<file path="src/rtl/gate_array_pkg.sv">
// gate_array_pkg: shared definitions for the gate_array_pipe logic-combine stage.
//   - OP_* : 3-bit operation encoding carried on in_op
//   - base_fn_t : reduction primitive applied across operands / beats
//   - state_t : burst FSM states
//   - op_base / op_inv / op_rsvd : decode of an op into primitive, output
//     inversion and reserved flag
package gate_array_pkg;

    localparam logic [2:0] OP_AND  = 3'd0;
    localparam logic [2:0] OP_OR   = 3'd1;
    localparam logic [2:0] OP_XOR  = 3'd2;
    localparam logic [2:0] OP_NAND = 3'd3;
    localparam logic [2:0] OP_NOR  = 3'd4;
    localparam logic [2:0] OP_XNOR = 3'd5;
    localparam logic [2:0] OP_PASS = 3'd6;
    localparam logic [2:0] OP_RSVD = 3'd7;

    typedef enum logic [1:0] {
        BF_AND,
        BF_OR,
        BF_XOR,
        BF_PASS
    } base_fn_t;

    typedef enum logic {
        ST_IDLE,
        ST_ACC
    } state_t;

    // Inverting ops share the primitive of their plain counterpart; the
    // inversion is applied only once, when a result is emitted.
    function automatic base_fn_t op_base(input logic [2:0] op);
        base_fn_t fn;
        case (op)
            OP_AND, OP_NAND: fn = BF_AND;
            OP_OR,  OP_NOR:  fn = BF_OR;
            OP_XOR, OP_XNOR: fn = BF_XOR;
            default:         fn = BF_PASS;
        endcase
        return fn;
    endfunction

    function automatic logic op_inv(input logic [2:0] op);
        return (op == OP_NAND) || (op == OP_NOR) || (op == OP_XNOR);
    endfunction

    function automatic logic op_rsvd(input logic [2:0] op);
        return op == OP_RSVD;
    endfunction

endpackage

</file>
<file path="src/rtl/gate_array_reduce.sv">
// gate_array_reduce: combinational bitwise reduction of NIN packed operands.
//   data   : NIN operands, operand k at [k*WIDTH +: WIDTH]
//   fn     : primitive (AND/OR/XOR, or PASS which returns operand 0)
//   result : WIDTH-bit reduced value
module gate_array_reduce
    import gate_array_pkg::*;
#(
    parameter int WIDTH = 8,
    parameter int NIN   = 2
) (
    input  logic [NIN*WIDTH-1:0] data,
    input  base_fn_t             fn,
    output logic [WIDTH-1:0]     result
);

    always_comb begin
        result = data[0 +: WIDTH];
        for (int unsigned k = 1; k < NIN; k++) begin
            case (fn)
                BF_AND:  result = result & data[k*WIDTH +: WIDTH];
                BF_OR:   result = result | data[k*WIDTH +: WIDTH];
                BF_XOR:  result = result ^ data[k*WIDTH +: WIDTH];
                default: result = result;
            endcase
        end
    end

endmodule

</file>
<file path="src/rtl/gate_array_pipe.sv">
// gate_array_pipe: two-stage valid/ready logic-combine stage.
//   in_*  : producer stream (in_data = NIN packed operands, in_op selects the
//           function, in_acc/in_last frame accumulate bursts)
//   out_* : consumer stream (out_data result, out_all/out_any reductions of
//           out_data, out_err for reserved op, out_beats = beats folded)
// S1 holds the per-beat raw reduction; S2 is the output register plus the
// IDLE/ACC burst FSM that folds burst beats into one result.
module gate_array_pipe
    import gate_array_pkg::*;
#(
    parameter int WIDTH = 8,
    parameter int NIN   = 2,
    parameter int CNTW  = 8
) (
    input  logic                 clk,
    input  logic                 rst,
    input  logic                 in_valid,
    output logic                 in_ready,
    input  logic [NIN*WIDTH-1:0] in_data,
    input  logic [2:0]           in_op,
    input  logic                 in_acc,
    input  logic                 in_last,
    output logic                 out_valid,
    input  logic                 out_ready,
    output logic [WIDTH-1:0]     out_data,
    output logic                 out_all,
    output logic                 out_any,
    output logic                 out_err,
    output logic [CNTW-1:0]      out_beats
);

    // ---------------- S1 ----------------
    logic             rdy_en;      // holds in_ready low until the first edge after reset
    logic             s1_valid;
    logic [WIDTH-1:0] s1_raw;
    logic [2:0]       s1_op;
    logic             s1_acc;
    logic             s1_last;

    // Burst framing is tracked at the input so that non-first beats are
    // reduced with the burst's op rather than their own in_op.
    logic             in_burst;
    logic [2:0]       burst_op;

    logic [2:0]       eff_op;
    logic             eff_acc;
    logic             eff_last;
    logic [WIDTH-1:0] in_raw;
    logic             accept;
    logic             s1_take;

    assign eff_op   = in_burst ? burst_op : in_op;
    assign eff_acc  = in_burst | in_acc;
    assign eff_last = eff_acc & in_last;
    assign accept   = in_valid & in_ready;

    gate_array_reduce #(.WIDTH(WIDTH), .NIN(NIN)) u_reduce (
        .data   (in_data),
        .fn     (op_base(eff_op)),
        .result (in_raw)
    );

    always_ff @(posedge clk or posedge rst) begin
        if (rst) begin
            rdy_en   <= 1'b0;
            s1_valid <= 1'b0;
            s1_raw   <= '0;
            s1_op    <= OP_AND;
            s1_acc   <= 1'b0;
            s1_last  <= 1'b0;
            in_burst <= 1'b0;
            burst_op <= OP_AND;
        end else begin
            rdy_en <= 1'b1;
            if (accept) begin
                s1_valid <= 1'b1;
                s1_raw   <= in_raw;
                s1_op    <= eff_op;
                s1_acc   <= eff_acc;
                s1_last  <= eff_last;
                if (eff_acc && !in_last) begin
                    in_burst <= 1'b1;
                    if (!in_burst)
                        burst_op <= in_op;
                end else begin
                    in_burst <= 1'b0;
                end
            end else if (s1_take) begin
                s1_valid <= 1'b0;
            end
        end
    end

    // ---------------- S2 ----------------
    state_t           state;
    logic [WIDTH-1:0] acc_data;
    logic [CNTW-1:0]  acc_cnt;
    logic [2:0]       acc_op;
    logic             acc_err;

    logic [WIDTH-1:0] fold_data;
    logic [CNTW-1:0]  cnt_inc;
    logic             s1_emits;
    logic             s2_free;

    // Operand 0 is the new beat so PASS folds to the latest op0.
    gate_array_reduce #(.WIDTH(WIDTH), .NIN(2)) u_fold (
        .data   ({acc_data, s1_raw}),
        .fn     (op_base(acc_op)),
        .result (fold_data)
    );

    assign cnt_inc  = (acc_cnt == '1) ? acc_cnt : acc_cnt + CNTW'(1);
    assign s1_emits = (state == ST_IDLE) ? (!s1_acc || s1_last) : s1_last;
    assign s2_free  = !out_valid || out_ready;
    // Beats absorbed into the accumulator never need the output register.
    assign s1_take  = s1_valid && (s2_free || !s1_emits);
    assign in_ready = rdy_en && (!s1_valid || s1_take);

    always_ff @(posedge clk or posedge rst) begin
        if (rst) begin
            state     <= ST_IDLE;
            acc_data  <= '0;
            acc_cnt   <= '0;
            acc_op    <= OP_AND;
            acc_err   <= 1'b0;
            out_valid <= 1'b0;
            out_data  <= '0;
            out_err   <= 1'b0;
            out_beats <= '0;
        end else begin
            if (out_valid && out_ready)
                out_valid <= 1'b0;
            if (s1_take) begin
                case (state)
                    ST_IDLE: begin
                        if (s1_emits) begin
                            out_valid <= 1'b1;
                            out_data  <= op_rsvd(s1_op) ? '0 :
                                         (op_inv(s1_op) ? ~s1_raw : s1_raw);
                            out_err   <= op_rsvd(s1_op);
                            out_beats <= CNTW'(1);
                        end else begin
                            acc_data <= s1_raw;
                            acc_op   <= s1_op;
                            acc_cnt  <= CNTW'(1);
                            acc_err  <= op_rsvd(s1_op);
                            state    <= ST_ACC;
                        end
                    end
                    ST_ACC: begin
                        if (s1_last) begin
                            out_valid <= 1'b1;
                            out_data  <= acc_err ? '0 :
                                         (op_inv(acc_op) ? ~fold_data : fold_data);
                            out_err   <= acc_err;
                            out_beats <= cnt_inc;
                            state     <= ST_IDLE;
                        end else begin
                            acc_data <= fold_data;
                            acc_cnt  <= cnt_inc;
                        end
                    end
                    default: state <= ST_IDLE;
                endcase
            end
        end
    end

    assign out_all = &out_data;
    assign out_any = |out_data;

endmodule

</file>
<file path="config.mk">
export PLATFORM = sky130hd
export DESIGN_NAME = gate_array_pipe
export DESIGN_NICKNAME = d
export VERILOG_FILES = /design/src/rtl/gate_array_pkg.sv /design/src/rtl/gate_array_reduce.sv /design/src/rtl/gate_array_pipe.sv
export SDC_FILE = /design/constraint.sdc
export NUM_CORES = 1
export LEC_CHECK = 0
export CORE_ASPECT_RATIO = 2
export CORE_MARGIN = 2
export CORE_UTILIZATION = 50
export CTS_BUF_LIST = sky130_fd_sc_hd__clkbuf_8 sky130_fd_sc_hd__clkbuf_16
export CTS_CLUSTER_SIZE = 25
export DETAILED_ROUTE_END_ITERATION = 16
export PLACE_DENSITY = 0.74
export SYNTH_ARGS = -nofsm -noshare
export SYNTH_HDL_FRONTEND = slang
export SYNTH_SLANG_ARGS = --single-unit
</file>
<file path="constraint.sdc">
create_clock -name clk -period 6.2 [get_ports clk]
set_clock_uncertainty 0.05 [all_clocks]
set_input_delay 1.55 -clock clk [delete_from_list [all_inputs] [get_ports clk]]
set_output_delay 1.55 -clock clk [all_outputs]
set_load 0.02 [all_outputs]
</file>
Word level (Yosys, flattened, before mapping):

Cells that the tools add are included.
W data, S select, Z words.

* $add $sub $neg: 1
* equal/unequal tests: 23
* muxes and demuxes: 37
* bitwise gates (word level): 13
* reduce and logical (&&, ||, !) cells: 34

Operators by type and width (number)
* $mux W8: 13
* $pmux W8 S2: 4
* $pmux W8 S3: 2
* $eq A3 B3 Y1 const B: 7
* $and A8 B8 Y8: 2
* $not A8 Y8: 2
* $or A8 B8 Y8: 2
* $xor A8 B8 Y8: 2
* $eq A3 B2 Y1 const B: 5
* $mux W1: 12
* $pmux W2 S3: 2
* $reduce_or A2 Y1: 6
* $reduce_and A3 Y1: 3
* $add A8 B1 Y8 const B: 1
* $eq A8 B8 Y1 const B: 1
* $logic_or A1 B1 Y1: 8
* $ne A2 B2 Y1 const B: 4
* $reduce_and A8 Y1: 1
* $reduce_or A8 Y1: 1
* $eq A3 B1 Y1 const B: 2
* $logic_not A3 Y1: 2
* $pmux W1 S2: 3
* $logic_not A1 Y1: 5
* $eq A2 B1 Y1 const B: 2
* other kinds (9): 16

* bits in registers: 58
* input port bits: 25
* output and inout port bits: 21
* logic and storage cells: 125

Depth between registers and ports, before layout:

* depth in word-level cells: 10
* depth in mapped cells: 7
* depth with buffers taken out: 7

By module:

Synthesis repeated with hierarchy kept, for this count alone.

* cells, all modules: 394
* area, all modules: 3965.1 µm²

Modules (own cells, without submodules)
* gate_array_pipe: instances 1, cells each 294, area each 2979.1 µm², sequential area each 1451.4 µm²
* gate_array_reduce: instances 2, cells each 50, area each 493.0 µm², sequential area each 0.0 µm²

Least setup slack after synthesis:

No wires, ideal clock.

* path kind: input port to output port
* start: input out_ready
* end: output in_ready
* data arrival time: 2.313 ns
* data required time: 4.600 ns
* slack: 2.287 ns
* cell stages on the path: 3
* path buffers: 0
* path through: nand2b_1 -> or3b_4 -> and2_1

* longest elaborated chain between the ends: 5

RTL lines
* start, declared: line gate_array_pipe.sv:24 `input logic out_ready,`
* $logic_or A1 B1 Y1: line gate_array_pipe.sv:115 `assign s2_free = !out_valid || out_ready;`
* $logic_or A1 B1 Y1: line gate_array_pipe.sv:117 `assign s1_take = s1_valid && (s2_free || !s1_emits);`
* $logic_and A1 B1 Y1: line gate_array_pipe.sv:117
* $logic_or A1 B1 Y1: line gate_array_pipe.sv:118 `assign in_ready = rdy_en && (!s1_valid || s1_take);`
* $logic_and A1 B1 Y1: line gate_array_pipe.sv:118
* end, declared: line gate_array_pipe.sv:18 `output logic in_ready,`

No other way between the ends.

Worst setup path in the final report:

Ends and elaborated chain as after synthesis.

==> out/qor.yml <==
fmax_ghz: 0.208
start_util: 0.519
path_class: "in -> out"
synth-main-ff-cell: "dfrtp_1"
path_cells: "clkdlybuf4s50_1, nand2b_1, or3b_4, and2_1, clkdlybuf4s50_1"
grt_max_degree: 59
synth_compound_area_frac: 0.228
drv_cap: 0
syn_nets: 529
synthCells: 471
cp_num_buf_inv: 2
grt_pass1_vias: 3415
antenna_cells: 0
remaining_drc_errors: 0
fin_setup_tns_ns: 0
routed_wl_um: 9400
die_w_um: 68.2
worst_ep_arrival_time_ns: 3.20
fin_cells: 605
totalPowerFinal_uw: 2060
synth_largest_area_cell: "dfrtp_1"
crit_path_max_incr_delay_ns: 0.53
ys_types: 59
synth_seq_cells: 58
drive_above_1_share: 0.0727
io_pins: 46
hold_violations: 0
path_delay_family: "buffers and inverters"
hpwl_um: 7000
place.gp.congestion: 0.838
h-tree-depth: 3
placed_area_um2: 4590
dr.pass1.iters: 4
p_leak_uw: 0.00218
cp-start-kind: "primary input"
vias: 3619
hp-class: "reg -> reg"
root_buffer: "clkbuf_16"
grt_remaining_overflow: 0
cts_tree: "done"
power_density_nw_per_um2: 423
synthXorXnorAreaFrac: 0.0146
synth_warnings: 0
cts_buffer_depth: 2
placed_cells: 589
drt_iter0_drc: 238
path_clk_slew_ns: 0.05
endpoint_kind: "output port"
die_h_um: 132
post_cts_buffers: 0
vias_per_cell: 5.98
drtAntennaViolNets: 0
coreArea_um2: 7940
cp_slowest_cell: "clkdlybuf4s50_1"
wl_per_cell_um: 15.5
outcome: "complete, no violations"
irDropWorstVdd_v: 0.000199
ys_seq_area_frac: 0.352
required_ns: 4.60
synthesis.area_um2: 4130
synthAdderAreaFrac: 0.100
track_usage: 0.226
yosys.area_share.simple: 0.156
cts_buffers: 9
grt_setup_unrepaired: "false"
insertion_delay_ns: 0.33
reg2reg_slack_ns: 3.57
fin_crit_ns: 4.80
antenna_found_initial: 0
synth_top_family_by_area: "compound AO/OA/AOI/OAI gates"
cp_max_fo: 4
ys_top_cells_by_area: "dfrtp_1, ha_1, mux2i_1"
relSlewSlack: 0.377
area_growth_pct: 18.1
design.die.area_um2: 9040
tightest_slew_ns: 0.908
num_rows: 46
grt_pass1_wl_um: 15600
crit_top_cell: "clkdlybuf4s50_1"
syn_area_per_cell_um2: 8.76
use_met1: 0.235
design_area_um2: 4870
postCtsHoldBufs: 0
ys_async_sr_fraction: 1.00
io_buffer_count: 45
fin_hold_ws_ns: 0.423
synth_top_area_share: 0.352
gr-max-usage-layer: "met2"
cts_sinks: 58
fin_nets: 562
synth_mux_area_frac: 0.0870
timing.final.max_slew_violations: 0
setup_violations: 0
grt_use_met3: 0.0502
ctsResizeCount: 0
use_met2: 0.396
fin_crit_sh: 0.775
synth-edff-count: 0
final timing paths:
kind,start,end,depth (start not counted)
setup / recovery,out_ready,in_ready,5
hold / removal,out_beats[2],out_beats[2],2
setup reg to reg,state,acc_op[0],4
hold reg to reg,out_beats[2],out_beats[2],2
max in group asynchronous,rst,out_data[0],3
min in group asynchronous,rst,burst_op[0],3
tightest hold or removal path, delay by kind of cell (launching register included):
family	cells	cell delay [ns]
compound gates	1	0.05
simple gates	1	0.05
flops	1	0.33
kinds of logic after synthesis:
| logic type | Yosys count |
|---|---|
| compound gates | 141 |
| xor+xnor | 6 |
| fa+ha+maj | 33 |
| buf+inv | 61 |
| flops | 58 |
| mux | 33 |
| other cells | 1 |
| simple gates | 138 |
registers in the layout, indices dropped and copies added (netlist names):
name	count
out_valid	1
out_data	8
in_burst	1
s1_op	3
s1_valid	1
state	1
acc_op	3
acc_err	1
s1_raw	8
s1_acc	1
acc_cnt	8
out_err	1
rdy_en	1
out_beats	8
burst_op	3
acc_data	8
s1_last	1
Yosys cell counts (5+ instances only):
cell type	n
a211oi_1	6
a21oi_1	29
a221o_1	6
a22oi_1	5
buf_2	7
clkbuf_1	11
dfrtp_1	58
ha_1	33
inv_1	36
mux2_2	8
mux2i_1	22
nand2_1	55
nand3_1	15
nor2_1	33
nor2b_1	6
nor3_1	6
o211ai_1	10
o21ai_0	40
o22a_1	8
o22ai_1	6
o31ai_1	6
metrics by stage:
stage,util,worst slack [ns]
after floorplan,-,2.29
after global placement,0.578,1.40
after detailed placement,0.578,1.41
after CTS,0.613,1.39
after global routing,0.613,1.34
final,0.613,1.40
layout make-up:
| type | instances | area, um2 |
|---|---|---|
| Fill cell | 708 | 3070 |
| Timing Repair Buffer | 46 | 458 |
| Sequential cell | 58 | 1450 |
| Clock buffer | 12 | 267 |
| Multi-Input combinational cell | 352 | 2420 |
| Inverter | 37 | 139 |
| Tap cell | 96 | 120 |
| Clock inverter | 4 | 17.5 |
where the power goes:
part           leakage [uW]  internal [uW]  total (uW)  switching (uW)
Clock              0.000151            298         458             161
Sequential         0.000710            501         689             188
Combinational       0.00132            438         912             474
Total               0.00218           1240        2060             823
cells in the final DEF, fill, tap and decap left out, drive strengths merged, types with 6 or more instances in the layout:
master         netlist  final
dfrtp               58     58
nand2               55     55
clkdlybuf4s50        0     45
o21ai               41     41
inv                 36     38
nor2                33     33
ha                  33     33
a21oi               29     29
mux2i               23     23
nand3               15     15
clkbuf              12     12
o211ai              10     10
mux2                10     10
o22a                 8      8
nor3                 7      7
a211oi               6      6
o22ai                6      6
nor2b                6      6
o31ai                6      6
a221o                6      6
per-layer routing:
metal	wire [um]	vias up
met1	3560	1737
met5	0	-
li1	-	1760
met2	5270	99
met4	268	0
met3	308	23
Power figures use the tool's default switching activity.
